$ cat src/rtl/jtag_pkg.sv
// Shared JTAG constants: IR select encodings and data-register lengths,
// used by the DR chain and the IR decoder alike.
package jtag_pkg;

    typedef enum logic [1:0] {
        SEL_BYPASS = 2'b00,
        SEL_IDCODE = 2'b01,
        SEL_USER   = 2'b10,
        SEL_DBG    = 2'b11
    } dr_sel_e;

    localparam int MAX_DR_W    = 40;
    localparam int CNT_W       = 7;
    localparam int DBG_LEN_MIN = 33;
    localparam int DBG_LEN_MAX = 40;

    localparam logic [CNT_W-1:0] CNT_MAX    = 7'd127;
    localparam logic [CNT_W-1:0] LEN_BYPASS = 7'd1;
    localparam logic [CNT_W-1:0] LEN_IDCODE = 7'd32;
    localparam logic [CNT_W-1:0] LEN_USER   = 7'd32;

    // DBG length is a per-instance parameter, so the caller supplies it.
    function automatic logic [CNT_W-1:0] dr_len(input dr_sel_e sel,
                                                input logic [CNT_W-1:0] dbg_len);
        logic [CNT_W-1:0] len;
        len = LEN_BYPASS;
        case (sel)
            SEL_BYPASS: len = LEN_BYPASS;
            SEL_IDCODE: len = LEN_IDCODE;
            SEL_USER:   len = LEN_USER;
            SEL_DBG:    len = dbg_len;
            default:    len = LEN_BYPASS;
        endcase
        return len;
    endfunction

endpackage

$ cat src/rtl/jtag_dr_chain_if.sv
// Signal bundle between the TAP controller side and the DR chain.
interface jtag_dr_chain_if;
    import jtag_pkg::*;

    logic                  shiftDR;
    logic                  tdi;
    logic [1:0]            ir_sel;
    logic [MAX_DR_W-1:0]   capture_data;
    logic                  dr_tdo;
    logic [MAX_DR_W-1:0]   dr_value;
    logic [CNT_W-1:0]      bit_cnt;
    logic                  len_match;
    logic                  over_shift;
    logic [1:0]            cur_sel;

    modport master (
        output shiftDR, tdi, ir_sel, capture_data,
        input  dr_tdo, dr_value, bit_cnt, len_match, over_shift, cur_sel
    );

    modport slave (
        input  shiftDR, tdi, ir_sel, capture_data,
        output dr_tdo, dr_value, bit_cnt, len_match, over_shift, cur_sel
    );

endinterface

$ cat src/rtl/jtag_dr_len_cnt.sv
// Latched DR select, active length lookup, shift counter and over-shift flag.
module jtag_dr_len_cnt
    import jtag_pkg::*;
#(
    parameter int DBG_LEN = 40
) (
    input  logic             clockDR,
    input  logic             trst_n,
    input  logic             shift,
    input  logic [1:0]       ir_sel,
    output logic [1:0]       cur_sel,
    output logic [CNT_W-1:0] active_len,
    output logic [CNT_W-1:0] bit_cnt,
    output logic             len_match,
    output logic             over_shift
);

    localparam logic [CNT_W-1:0] DBG_LEN_C = CNT_W'(DBG_LEN);

    // Length follows the select latched at capture, never the live IR.
    assign active_len = dr_len(dr_sel_e'(cur_sel), DBG_LEN_C);
    assign len_match  = (bit_cnt == active_len);

    always_ff @(posedge clockDR or negedge trst_n) begin
        if (!trst_n) begin
            cur_sel    <= SEL_BYPASS;
            bit_cnt    <= '0;
            over_shift <= 1'b0;
        end else if (shift) begin
            if (bit_cnt != CNT_MAX) begin
                bit_cnt <= bit_cnt + CNT_W'(1);
            end
            if (bit_cnt >= active_len) begin
                over_shift <= 1'b1;
            end
        end else begin
            cur_sel    <= ir_sel;
            bit_cnt    <= '0;
            over_shift <= 1'b0;
        end
    end

endmodule

$ cat src/rtl/jtag_dr_chain.sv
// JTAG data-register chain: BYPASS, IDCODE, USER and DBG registers sharing
// one right-justified shift register, with shift-count bookkeeping.
module jtag_dr_chain
    import jtag_pkg::*;
#(
    parameter logic [31:0] IDCODE_VAL = 32'h1A2B_3C4D,
    parameter int          DBG_LEN    = 40
) (
    input  logic          clockDR,
    input  logic          trst_n,
    jtag_dr_chain_if.slave bus
);

    if (IDCODE_VAL[0] != 1'b1) begin : g_bad_idcode
        $error("jtag_dr_chain: IDCODE_VAL bit 0 must be 1");
    end
    if (DBG_LEN < DBG_LEN_MIN || DBG_LEN > DBG_LEN_MAX) begin : g_bad_dbg_len
        $error("jtag_dr_chain: DBG_LEN out of range 33..40");
    end

    logic [MAX_DR_W-1:0] sr;
    logic [MAX_DR_W-1:0] shifted;
    logic [MAX_DR_W-1:0] shift_val;
    logic [MAX_DR_W-1:0] capture_val;
    logic [MAX_DR_W-1:0] dbg_cap;
    logic [1:0]          cur_sel;
    logic [CNT_W-1:0]    active_len;
    logic [CNT_W-1:0]    bit_cnt;
    logic                len_match;
    logic                over_shift;
    logic                unused_cap_lsbs;

    jtag_dr_len_cnt #(
        .DBG_LEN (DBG_LEN)
    ) u_len_cnt (
        .clockDR    (clockDR),
        .trst_n     (trst_n),
        .shift      (bus.shiftDR),
        .ir_sel     (bus.ir_sel),
        .cur_sel    (cur_sel),
        .active_len (active_len),
        .bit_cnt    (bit_cnt),
        .len_match  (len_match),
        .over_shift (over_shift)
    );

    // DBG status bits reflect the frame that is just ending.
    always_comb begin
        dbg_cap = '0;
        for (int i = 2; i < MAX_DR_W; i++) begin
            if (i < DBG_LEN) begin
                dbg_cap[i] = bus.capture_data[i];
            end
        end
        dbg_cap[1] = over_shift;
        dbg_cap[0] = len_match;
    end

    always_comb begin
        capture_val = '0;
        case (dr_sel_e'(bus.ir_sel))
            SEL_BYPASS: capture_val = '0;
            SEL_IDCODE: capture_val = {{(MAX_DR_W-32){1'b0}}, IDCODE_VAL};
            SEL_USER:   capture_val = {{(MAX_DR_W-32){1'b0}}, bus.capture_data[31:0]};
            SEL_DBG:    capture_val = dbg_cap;
            default:    capture_val = '0;
        endcase
    end

    // tdi enters at bit L-1; everything at or above L is forced to zero.
    always_comb begin
        shifted   = {1'b0, sr[MAX_DR_W-1:1]};
        shift_val = '0;
        for (int i = 0; i < MAX_DR_W; i++) begin
            if (i == int'(active_len) - 1) begin
                shift_val[i] = bus.tdi;
            end else if (i < int'(active_len) - 1) begin
                shift_val[i] = shifted[i];
            end
        end
    end

    always_ff @(posedge clockDR or negedge trst_n) begin
        if (!trst_n) begin
            sr <= '0;
        end else if (bus.shiftDR) begin
            sr <= shift_val;
        end else begin
            sr <= capture_val;
        end
    end

    assign unused_cap_lsbs = ^bus.capture_data[1:0];

    assign bus.dr_tdo     = sr[0];
    assign bus.dr_value   = sr;
    assign bus.bit_cnt    = bit_cnt;
    assign bus.len_match  = len_match;
    assign bus.over_shift = over_shift;
    assign bus.cur_sel    = cur_sel;

endmodule

$ cat src/flat_wrapper.sv
// flat-port wrapper written by rule: the top's interface ports become plain ports
module jtag_dr_chain_flat import jtag_pkg::*;
#(
    parameter logic [31:0] IDCODE_VAL = 32'h1A2B_3C4D,
    parameter int          DBG_LEN    = 40
)
  (clockDR, trst_n, bus_shiftDR, bus_tdi, bus_ir_sel, bus_capture_data, bus_dr_tdo, bus_dr_value, bus_bit_cnt, bus_len_match, bus_over_shift, bus_cur_sel);
  jtag_dr_chain_if bus_i ();
  input  logic clockDR;
  input  logic trst_n;
  input wire logic [$bits(bus_i.shiftDR)-1:0] bus_shiftDR;
  input wire logic [$bits(bus_i.tdi)-1:0] bus_tdi;
  input wire logic [$bits(bus_i.ir_sel)-1:0] bus_ir_sel;
  input wire logic [$bits(bus_i.capture_data)-1:0] bus_capture_data;
  output wire logic [$bits(bus_i.dr_tdo)-1:0] bus_dr_tdo;
  output wire logic [$bits(bus_i.dr_value)-1:0] bus_dr_value;
  output wire logic [$bits(bus_i.bit_cnt)-1:0] bus_bit_cnt;
  output wire logic [$bits(bus_i.len_match)-1:0] bus_len_match;
  output wire logic [$bits(bus_i.over_shift)-1:0] bus_over_shift;
  output wire logic [$bits(bus_i.cur_sel)-1:0] bus_cur_sel;
  assign bus_i.shiftDR = bus_shiftDR;
  assign bus_i.tdi = bus_tdi;
  assign bus_i.ir_sel = bus_ir_sel;
  assign bus_i.capture_data = bus_capture_data;
  assign bus_dr_tdo = bus_i.dr_tdo;
  assign bus_dr_value = bus_i.dr_value;
  assign bus_bit_cnt = bus_i.bit_cnt;
  assign bus_len_match = bus_i.len_match;
  assign bus_over_shift = bus_i.over_shift;
  assign bus_cur_sel = bus_i.cur_sel;
  jtag_dr_chain #(.IDCODE_VAL(IDCODE_VAL), .DBG_LEN(DBG_LEN)) u_core (.clockDR(clockDR), .trst_n(trst_n), .bus(bus_i));
endmodule
$ cat config.mk
export PLATFORM = sky130hd
export DESIGN_NAME = jtag_dr_chain_flat
export DESIGN_NICKNAME = d
export VERILOG_FILES = /design/src/rtl/jtag_pkg.sv /design/src/rtl/jtag_dr_chain_if.sv /design/src/rtl/jtag_dr_len_cnt.sv /design/src/rtl/jtag_dr_chain.sv /design/src/flat_wrapper.sv
export SDC_FILE = /design/constraint.sdc
export NUM_CORES = 1
export LEC_CHECK = 0
export ABC_AREA = 1
export CAP_MARGIN = 30
export CORE_MARGIN = 2
export CORE_UTILIZATION = 30
export DETAILED_ROUTE_END_ITERATION = 8
export GPL_TIMING_DRIVEN = 0
export PLACE_DENSITY_LB_ADDON = 0.12
export SLEW_MARGIN = 40
export SYNTH_ARGS = -nofsm -noshare
export SYNTH_HDL_FRONTEND = slang
export SYNTH_SLANG_ARGS = --single-unit
$ cat constraint.sdc
create_clock -name clockDR -period 1.7 [get_ports clockDR]
set_input_delay 0.425 -clock clockDR [delete_from_list [all_inputs] [get_ports clockDR]]
set_output_delay 0.425 -clock clockDR [all_outputs]
set_load 0.03 [all_outputs]
==> flow_metrics.tcl, run 1 <==
set metrics [dict create \
    rr_startpoint "u_core.u_len_cnt.cur_sel[0]$_DFFE_PN0N_" \
    dieArea_um2 8260 \
    synth_xor_area_share_pct 1.16 \
    fin_setup_tns_ns -0.268 \
    synth_top_family_by_area "simple AND/OR/NAND/NOR gates" \
    wl_per_cell_um 15.4 \
    whs_path_depth 2 \
    met3_usage_pct 3.67 \
    regArea_um2 1250 \
    r2r_slack_ns 0.12 \
    clock_tree.root_cell "clkbuf_8" \
    cp.depth 8 \
    fmax_ghz 0.508 \
    worstRegToRegCells 8 \
    cts_sinks 50 \
    grt_max_degree 35 \
    synthToLayoutAreaGrowth_pct 55.4 \
    rr_endpoint "u_core.bus.dr_value[12]$_DFF_PN0_" \
    drtIter0Drc 89 \
    cts.path.max_buffers 2 \
    worst-endpoint-arrival_ns 1.54 \
    violations "negative setup slack" \
    drc 0 \
    p_comb_share_pct 27.8 \
    overflow 0 \
    powerDensity_nw_per_um2 820 \
    synth-compound-area-share_pct 14.1 \
    cts_tree "built" \
    slowest_stage "dfrtp_2" \
    insertion_delay_ns 0.30 \
    p_sw_share_pct 32.9 \
    start_util_pct 31.1 \
    path_clk_slew_ns 0.09 \
    setup_viol 1 \
    fin_ws_ns -0.268 \
    ir_drop_v 0.000386 \
    num_antenna_cells 0 \
    core_area_um2 7290 \
    antenna_found_initial 0 \
    yosys-top-cells-area "dfrtp_1 55%, nand2_1 11%, nand3_1 6.6%, ha_1 3.3%, a22o_1 3.1%" \
    dr.pass1.iters 4 \
    synth.area.mux_share_pct 0 \
    drive_above_1_share_pct 13.2 \
    ys_types 27 \
    vias_per_cell 4.73 \
    final_nets 406 \
    yosys.area.top_type "dfrtp_1" \
    yosysWarnings 0 \
    endpoint_kind "primary output" \
    path_class "register to primary output" \
    p_int_mw 1.94 \
    pre_cts_ws_ns -0.581 \
    p_leak_nw 1.79 \
    finalHoldViolCount 0 \
    synth.net_count 295 \
    placedCellCount 440 \
    grt_usage_pct 16.9 \
    numPortBuffers 97 \
    max_cap_violations 0 \
    slew_headroom_pct 78.7 \
    cp_cell_sequence "ha_4, inv_2, ha_4, nand2_2, nor2_2, nand2_2, inv_2, buf_6" \
    clock_power_share_pct 25.5 \
    dpl.hpwl_um 5190 \
    worstHoldStart "u_core.bus.dr_value[9]$_DFF_PN0_" \
    core.rowCount 31 \
    multiInputGateArea_um2 936 \
    clock_skew_ns 0.00523 \
    drt-total-wl_um 6980 \
    synth-seq-cells 50 \
    worst_setup_path_start_kind "register" \
    n_fill_cell 764 \
    fin_crit_sh_pct 116 \
    synth-simple-area-share_pct 20.3 \
    final_cell_count_no_fill 454 \
    slowest_delay_ns 0.41 \
    syn_area_um2 2260 \
    holdCritPathClass "register to register" \
    busiest_layer "met2" \
    seq_area_frac_synth_pct 55.2 \
    use_met1_pct 23.3 \
    vias 2149 \
    grt_pass1_wl_um 11000 \
    antenna_left 0 \
    report.final.slew_viol_count 0 \
    synth_fa_ha_area_share_pct 3.31 \
    min_to "u_core.bus.dr_value[8]$_DFF_PN0_" \
    cp_max_fo 3 \
    cp.required_ns 1.27 \
    cp_top_family "flip-flops" \
    p_seq_share_pct 46.8 \
    rsz0062_at_grt "true" \
    use_met2_pct 27.5 \
    synth_area_per_cell_um2 9.32 \
    min_period_ns 1.97 \
    synth_top_area_share_pct 55.2 \
    cts_inserted_buffers 5 \
    status "complete, but fails checks" \
    holdWs_ns 0.477 \
    p_sw_uw 950 \
    cts-htree-levels 2 \
    gp_congestion 0.775 \
    die_y_um 90.9 \
    ios 98 \
    grt_pass1_vias 2055 \
    critPathBufInv 3 \
    syn_inst 243 \
    fp.dieW_um 90.9 \
    worstMarginPinSlew_ns 0.320 \
]
routing by layer:
metal / part of all wire, % / vias to the layer above
met3: 4.7 / 5
met2: 47 / 61
met1: 47 / 1037
li1: - / 1046
met4: 0.93 / 0
met5: 0 / -
metrics by stage:
| step | total power [mW] | utilization (%) | area (µm²) |
|---|---|---|---|
| final | 2.89 | 48.3 | 3520 |
| after floorplan | 1.79 | - | 2280 |
| after detailed placement | 2.21 | 46.6 | 3390 |
| after global placement | 2.21 | 46.3 | 3380 |
| after CTS | 2.90 | 48.0 | 3500 |
| after global routing | 3.04 | 48.3 | 3520 |
cell type report:
| class | instances | share of cell area, % |
|---|---|---|
| flip-flops and latches | 50 | 35.6 |
| well taps | 99 | 3.52 |
| plain buffers | 9 | 1.74 |
| clock inverters | 2 | 0.355 |
| multi-input cells | 165 | 26.6 |
| repair buffers | 104 | 27.7 |
| clock buffers | 6 | 2.35 |
| inverters | 19 | 2.10 |
worst max-delay path by stage:
| stage | from | endpoint | slack [ns] |
|---|---|---|---|
| 2_1_floorplan | u_core.u_len_cnt.cur_sel[1]$_DFFE_PN0N_ | bus_len_match | 0.007 |
| 3_3_place_gp | trst_n | u_core.u_len_cnt.cur_sel[0]$_DFFE_PN0N_ | -1.56 |
| 3_5_place_dp | u_core.u_len_cnt.cur_sel[0]$_DFFE_PN0N_ | bus_len_match | -0.58 |
| 4_1_cts | u_core.u_len_cnt.cur_sel[0]$_DFFE_PN0N_ | bus_len_match | -0.31 |
| 5_1_grt | u_core.u_len_cnt.cur_sel[1]$_DFFE_PN0N_ | bus_len_match | -0.35 |
| 6_report | u_core.u_len_cnt.cur_sel[1]$_DFFE_PN0N_ | bus_len_match | -0.27 |
synthesized netlist by cell type, drive strengths merged:
cell type / instances
xnor2: 1
ha: 6
a22o: 8
buf: 9
a31o: 2
inv: 18
nor2: 15
xor2: 2
o211ai: 3
clkinv: 1
a211o: 1
a21o: 1
nand2: 64
a31oi: 2
dfrtp: 50
o21ai: 12
a22oi: 3
o21bai: 1
a21oi: 7
nand3: 30
nand3b: 1
a32o: 5
o22ai: 1
worst register-to-register path, cell delays in order (launching register included):
cell and delay, ns:
dfrtp_2 0.41, inv_2 0.06, buf_4 0.14, ha_2 0.35, nand2_1 0.13, nand3_1 0.10
nand2_1 0.07, a22oi_1 0.14, nand2_1 0.07
power groups by stage:
| stage | combinational (mW) | clock (mW) | sequential, mW |
|---|---|---|---|
| 2_1_floorplan | 0.234 | 0 | 1.55 |
| 3_3_place_gp | 0.831 | 0 | 1.38 |
| 3_5_place_dp | 0.837 | 0 | 1.38 |
| 4_1_cts | 0.796 | 0.751 | 1.35 |
| 5_1_grt | 0.860 | 0.812 | 1.36 |
| 6_report | 0.801 | 0.736 | 1.35 |
repair_timing:
action	CTS	global route
hold buffers	1	0
buffers inserted	5	0
endpoints found under the setup margin	52	8
pin swaps	5	4
endpoints found under the hold margin	16	0
gates resized for setup	64	8
cell families after synthesis:
family,Yosys count
AND/OR/NAND/NOR,110
flip-flops,50
XOR/XNOR,3
adder cells (fa/ha/maj),6
AO/OA/AOI/OAI,46
buffers and inverters,28
cells in the final DEF, fill, tap and decap left out, drive strengths merged, types with 3 or more instances in the layout:
| master | Yosys | final |
|---|---|---|
| dfrtp | 50 | 50 |
| a22o | 8 | 8 |
| buf | 9 | 17 |
| o211ai | 3 | 3 |
| clkdlybuf4s50 | 0 | 44 |
| dlygate4sd2 | 0 | 49 |
| inv | 18 | 18 |
| nand2 | 64 | 64 |
| a21oi | 7 | 7 |
| nor2 | 15 | 15 |
| ha | 6 | 6 |
| a22oi | 3 | 3 |
| o21ai | 12 | 12 |
| clkbuf | 0 | 6 |
| a32o | 5 | 5 |
| nand3 | 30 | 30 |
state kept, by name, indices dropped and copies added (netlist names):
| register | cells |
|---|---|
| u_core.bus.dr_value | 40 |
| u_core.u_len_cnt.bit_cnt | 7 |
| u_core.u_len_cnt.cur_sel | 2 |
| u_core.u_len_cnt.over_shift | 1 |
(Power assumes the default switching activity.)
==> inputs of run 2 (changes only) <==
--- a/config.mk
+++ b/config.mk
@@ -12,6 +12,7 @@
 export DETAILED_ROUTE_END_ITERATION = 8
 export GPL_TIMING_DRIVEN = 0
 export PLACE_DENSITY_LB_ADDON = 0.12
+export SETUP_SLACK_MARGIN = 0.3
 export SLEW_MARGIN = 40
 export SYNTH_ARGS = -nofsm -noshare
 export SYNTH_HDL_FRONTEND = slang
==> flow_metrics.tcl, run 2 (synthesis gave the netlist of run 1 again) <==
set metrics [dict create \
    fin_ws_ns -0.388 \
    drt-total-wl_um 7570 \
    grt_max_degree 35 \
    drtIter0Drc 101 \
    stdcell_area_um2 3690 \
    drc 0 \
    holdCritPathClass "register to register" \
    grt_pass1_vias 2223 \
    fp.dieW_um 90.9 \
    path_clk_slew_ns 0.10 \
    core.rowCount 31 \
    clock_power_share_pct 23.6 \
    cp_top_family "flip-flops" \
    mostFrequentLayoutCell "nand2_1" \
    grt_pass1_wl_um 11800 \
    p_comb_share_pct 30.5 \
    overflow 0 \
    antenna_left 0 \
    worst_setup_path_start_kind "register" \
    worst-endpoint-arrival_ns 1.66 \
    vias_per_cell 4.75 \
    ios 98 \
    cp.required_ns 1.27 \
    gp_congestion 0.770 \
    numPortBuffers 97 \
    dr.pass1.iters 4 \
    endpoint_kind "primary output" \
    cts-htree-levels 2 \
    status "complete, but fails checks" \
    clock_skew_ns 0.0117 \
    worstMarginPinSlew_ns 0.250 \
    final_nets 420 \
    p_sw_uw 1000 \
    num_antenna_cells 0 \
    dieArea_um2 8260 \
    layout_common_cells "55 x nand2_1, 44 x buf_2, 43 x dfrtp_1" \
    r2r_slack_ns 0.03 \
    slowest_delay_ns 0.43 \
    report.final.slew_viol_count 0 \
    p_seq_share_pct 45.9 \
    max_cap_violations 0 \
    antenna_found_initial 0 \
    fmax_ghz 0.479 \
    ir_drop_v 0.000305 \
    synthToLayoutAreaGrowth_pct 63.0 \
    critPathBufInv 3 \
    slowest_stage "dfrtp_2" \
    cp_max_fo 3 \
    cts_sinks 50 \
    p_leak_nw 1.80 \
    cts_tree "built" \
    finalHoldViolCount 0 \
    powerDensity_nw_per_um2 797 \
    pre_cts_ws_ns -0.508 \
    cp_cell_sequence "ha_4, inv_2, ha_4, nand2_1, nor2_1, nand2_1, inv_2, buf_6" \
    start_util_pct 31.1 \
    cts_inserted_buffers 5 \
    slew_headroom_pct 83.3 \
    fin_setup_tns_ns -0.388 \
    wl_per_cell_um 16.2 \
    final_core_util_pct 50.6 \
    vias 2222 \
    setup_viol 1 \
    dpl.hpwl_um 5280 \
    clock_tree.root_cell "clkbuf_8" \
    die_y_um 90.9 \
    violations "negative setup slack" \
    path_class "register to primary output" \
    core_area_um2 7290 \
    min_period_ns 2.09 \
    largest_register_ffs 40 \
    cts.path.max_buffers 2 \
    fin_crit_sh_pct 123 \
    p_sw_share_pct 34.0 \
    placed_cell_area_um2 3420 \
    insertion_delay_ns 0.31 \
    grt_usage_pct 18.2 \
    rsz0062_at_grt "true" \
    drive_above_1_share_pct 39.6 \
    p_int_mw 1.94 \
]
run 2: cell count changes in the layout (fill, tap and decap cells not counted), moves of 4 or more:
cell / delta
buf_4: +7
buf_6: +16
nand2_1: -7
a21oi_1: -4
dlygate4sd2_1: -49
a21oi_2: +4
dfrtp_1: -5
nand3_1: -11
nand3_2: +8
buf_2: +40
dfrtp_2: +5
nand2_2: +6
run 2: final timing paths:
check / from / cells past startpoint / endpoint
max: u_core.u_len_cnt.cur_sel[1]$_DFFE_PN0N_ / 8 / bus_len_match
min: u_core.bus.dr_value[9]$_DFF_PN0_ / 2 / u_core.bus.dr_value[8]$_DFF_PN0_
max reg2reg: u_core.u_len_cnt.cur_sel[1]$_DFFE_PN0N_ / 11 / u_core.bus.dr_value[0]$_DFF_PN0_
min reg2reg: u_core.bus.dr_value[9]$_DFF_PN0_ / 2 / u_core.bus.dr_value[8]$_DFF_PN0_
max in group asynchronous: trst_n / 3 / u_core.u_len_cnt.cur_sel[1]$_DFFE_PN0N_
min in group asynchronous: trst_n / 2 / u_core.bus.dr_value[29]$_DFF_PN0_
run 2: cell type report:
class	count	area (µm²)
repair buffers	118	946
fillers	737	3600
well taps	99	124
clock buffers	6	72.6
inverters	19	95.1
flip-flops and latches	50	1260
plain buffers	9	87.6
multi-input cells	165	1090
clock inverters	2	13.8
run 2: what timing repair did:
action                                  4_1_cts  5_1_grt
hold buffers                                  1        0
setup buffers                                 7       12
pin swaps                                     2        8
resized for setup                           290       62
hold endpoints to repair                     16        0
endpoints found under the setup margin       88       54
run 2: metal layers:
layer	up-vias	share of wire, %	global-route usage, %
met2	74	49	29.4
met3	6	6.6	4.51
met1	1067	44	24.3
met5	-	0	0
li1	1075	-	-
met4	0	0.67	5.30
run 2: per-stage QoR:
| step | power, mW | hold slack [ns] | cells |
|---|---|---|---|
| after CTS | 2.91 | 0.495 | 456 |
| after floorplan | 1.80 | 0.129 | 243 |
| after global routing | 3.10 | 0.510 | 468 |
| after global placement | 2.22 | 0.469 | 439 |
| after detailed placement | 2.23 | 0.308 | 440 |
| final | 2.94 | 0.484 | 468 |
run 2: tightest hold or removal path: cells and delay by family (launching register included):
kind | cells | cell delay [ns]
and+or+nand+nor | 2 | 0.10
DFF | 1 | 0.35
run 2: power groups by stage:
| stage | clock, mW | sequential, mW | combinational, mW |
|---|---|---|---|
| after floorplan | 0 | 1.56 | 0.241 |
| after global placement | 0 | 1.38 | 0.840 |
| after detailed placement | 0 | 1.38 | 0.849 |
| after CTS | 0.725 | 1.35 | 0.835 |
| after global routing | 0.774 | 1.36 | 0.963 |
| final | 0.693 | 1.35 | 0.897 |
==> inputs of run 3 (changes only) <==
--- a/config.mk
+++ b/config.mk
@@ -8,7 +8,7 @@
 export ABC_AREA = 1
 export CAP_MARGIN = 30
 export CORE_MARGIN = 2
-export CORE_UTILIZATION = 30
+export CORE_UTILIZATION = 42
 export DETAILED_ROUTE_END_ITERATION = 8
 export GPL_TIMING_DRIVEN = 0
 export PLACE_DENSITY_LB_ADDON = 0.12
==> flow_metrics.tcl, run 3 (synthesis gave the netlist of run 1 again) <==
set metrics [dict create \
    status "complete, but fails checks" \
    violations "negative setup slack" \
    rsz0062_at_grt "true" \
    cts.path.max_buffers 2 \
    critPathMostFrequentCell "inv_2" \
    largest_register_ffs 40 \
    cts_inserted_buffers 5 \
    ios 98 \
    drt-total-wl_um 7470 \
    final_nets 424 \
    antenna_left 0 \
    wl_per_cell_um 16.9 \
    fp.dieW_um 77.4 \
    cts-htree-levels 2 \
    layout_common_cells "50 x nand2_1, 45 x buf_2, 43 x clkdlybuf4s50_1" \
    grt_pass1_vias 2189 \
    fin_setup_tns_ns -0.506 \
    core_area_um2 5140 \
    p_seq_share_pct 44.3 \
    cp.required_ns 1.27 \
    final_core_util_pct 73.0 \
    report.final.slew_viol_count 0 \
    start_util_pct 44.1 \
    dpl.hpwl_um 4820 \
    p_int_mw 2.03 \
    drive_above_1_share_pct 41.3 \
    p_comb_share_pct 31.8 \
    cts_tree "built" \
    core.rowCount 26 \
    clock_power_share_pct 23.9 \
    die_y_um 77.4 \
    min_period_ns 2.02 \
    ir_drop_v 0.000461 \
    holdCritPathClass "register to register" \
    p_sw_mw 1.02 \
    clock_tree.root_cell "clkbuf_8" \
    drtIter0Drc 159 \
    p_sw_share_pct 33.4 \
    endpoint_kind "primary output" \
    vias 2316 \
    cp_cell_sequence "inv_2, ha_4, inv_6, o21ai_1, nor2_1, nand2_2, inv_2, buf_6" \
    fin_crit_sh_pct 119 \
    n_fill_cell 416 \
    fmax_ghz 0.495 \
    slowest_stage "dfrtp_2" \
    vias_per_cell 5.23 \
    mostFrequentLayoutCell "nand2_1" \
    fin_ws_ns -0.322 \
    insertion_delay_ns 0.31 \
    grt_usage_pct 23.5 \
    dr.pass1.iters 4 \
    pre_cts_ws_ns -0.564 \
    cts_sinks 50 \
    overflow 0 \
    grt_max_degree 36 \
    path_clk_slew_ns 0.09 \
    slowest_delay_ns 0.42 \
    holdWs_ns 0.483 \
    gp_congestion 0.855 \
    setup_viol 2 \
    dieArea_um2 6000 \
    grt_pass1_wl_um 11100 \
    worst_setup_path_start_kind "register" \
    synthToLayoutAreaGrowth_pct 65.6 \
    p_leak_nw 1.85 \
    numPortBuffers 97 \
    num_antenna_cells 0 \
    powerDensity_nw_per_um2 812 \
    path_class "register to primary output" \
    worst-endpoint-arrival_ns 1.60 \
    clock_skew_ns 0.00891 \
    antenna_found_initial 0 \
    slew_headroom_pct 81.4 \
    finalHoldViolCount 0 \
    worstMarginPinSlew_ns 0.277 \
    cp_max_fo 8 \
    drc 0 \
    max_cap_violations 0 \
]
run 3: what timing repair did:
item,in CTS,in global routing
gates cloned,0,2
pin swaps,3,20
setup buffers,12,9
endpoints found under the hold margin,15,0
hold buffers,1,0
resized for setup,283,77
endpoints found under the setup margin,82,59
run 3: final cells by class:
type	instances	area (µm²)	share of cell area (%)
tap	70	87.6	2.33
multi-input combinational	165	1110	29.5
clock buffer	7	86.3	2.30
sequential	50	1260	33.6
buffer	9	83.8	2.23
timing repair buffer	122	1030	27.5
clock inverter	1	5.00	0.133
inverter	19	88.8	2.37
run 3: path summary, 6_finish.rpt:
| path | from | endpoint | slack, ns | depth (start not counted) |
|---|---|---|---|---|
| hold reg to reg | u_core.bus.dr_value[9]$_DFF_PN0_ | u_core.bus.dr_value[8]$_DFF_PN0_ | 0.48 | 2 |
| setup reg to reg | u_core.u_len_cnt.cur_sel[0]$_DFFE_PN0N_ | u_core.bus.dr_value[0]$_DFF_PN0_ | -0.18 | 14 |
| setup / recovery | u_core.u_len_cnt.cur_sel[0]$_DFFE_PN0N_ | bus_len_match | -0.32 | 8 |
| max in group asynchronous | trst_n | u_core.bus.dr_value[21]$_DFF_PN0_ | 0.72 | 3 |
| min in group asynchronous | trst_n | u_core.u_len_cnt.bit_cnt[4]$_DFFE_PN0P_ | 0.52 | 2 |
| hold / removal | u_core.bus.dr_value[9]$_DFF_PN0_ | u_core.bus.dr_value[8]$_DFF_PN0_ | 0.48 | 2 |
run 3: per-layer routing:
metal | up-vias | wire, µm | share of wire [%] | global-route usage (%)
met5 | - | 0 | 0 | 0
met2 | 100 | 3740 | 50 | 39.7
li1 | 1077 | - | - | -
met4 | 0 | 86 | 1.2 | 6.07
met1 | 1130 | 3120 | 42 | 31.1
met3 | 9 | 533 | 7.1 | 4.77
run 3: worst max-delay path: cells and delay by family, from the launching register on:
family	cells	cell delay, ns
flip-flops	1	0.42
buffers and inverters	4	0.36
AND/OR/NAND/NOR	2	0.24
adder cells (fa/ha/maj)	1	0.20
AO/OA/AOI/OAI	1	0.07
run 3: power groups by stage:
stage / sequential (mW) / clock (mW) / combinational (mW)
after floorplan: 1.56 / 0 / 0.241
after global placement: 1.37 / 0 / 0.824
after detailed placement: 1.37 / 0 / 0.841
after CTS: 1.35 / 0.733 / 0.844
after global routing: 1.36 / 0.766 / 1.03
final: 1.35 / 0.726 / 0.968
run 3: stage by stage:
step	std cells	total power [mW]	area, µm²
finish	443	3.05	3750
global route	443	3.16	3750
CTS	432	2.92	3470
detailed placement	411	2.22	3380
global placement	410	2.20	3370
floorplan	243	1.80	2310
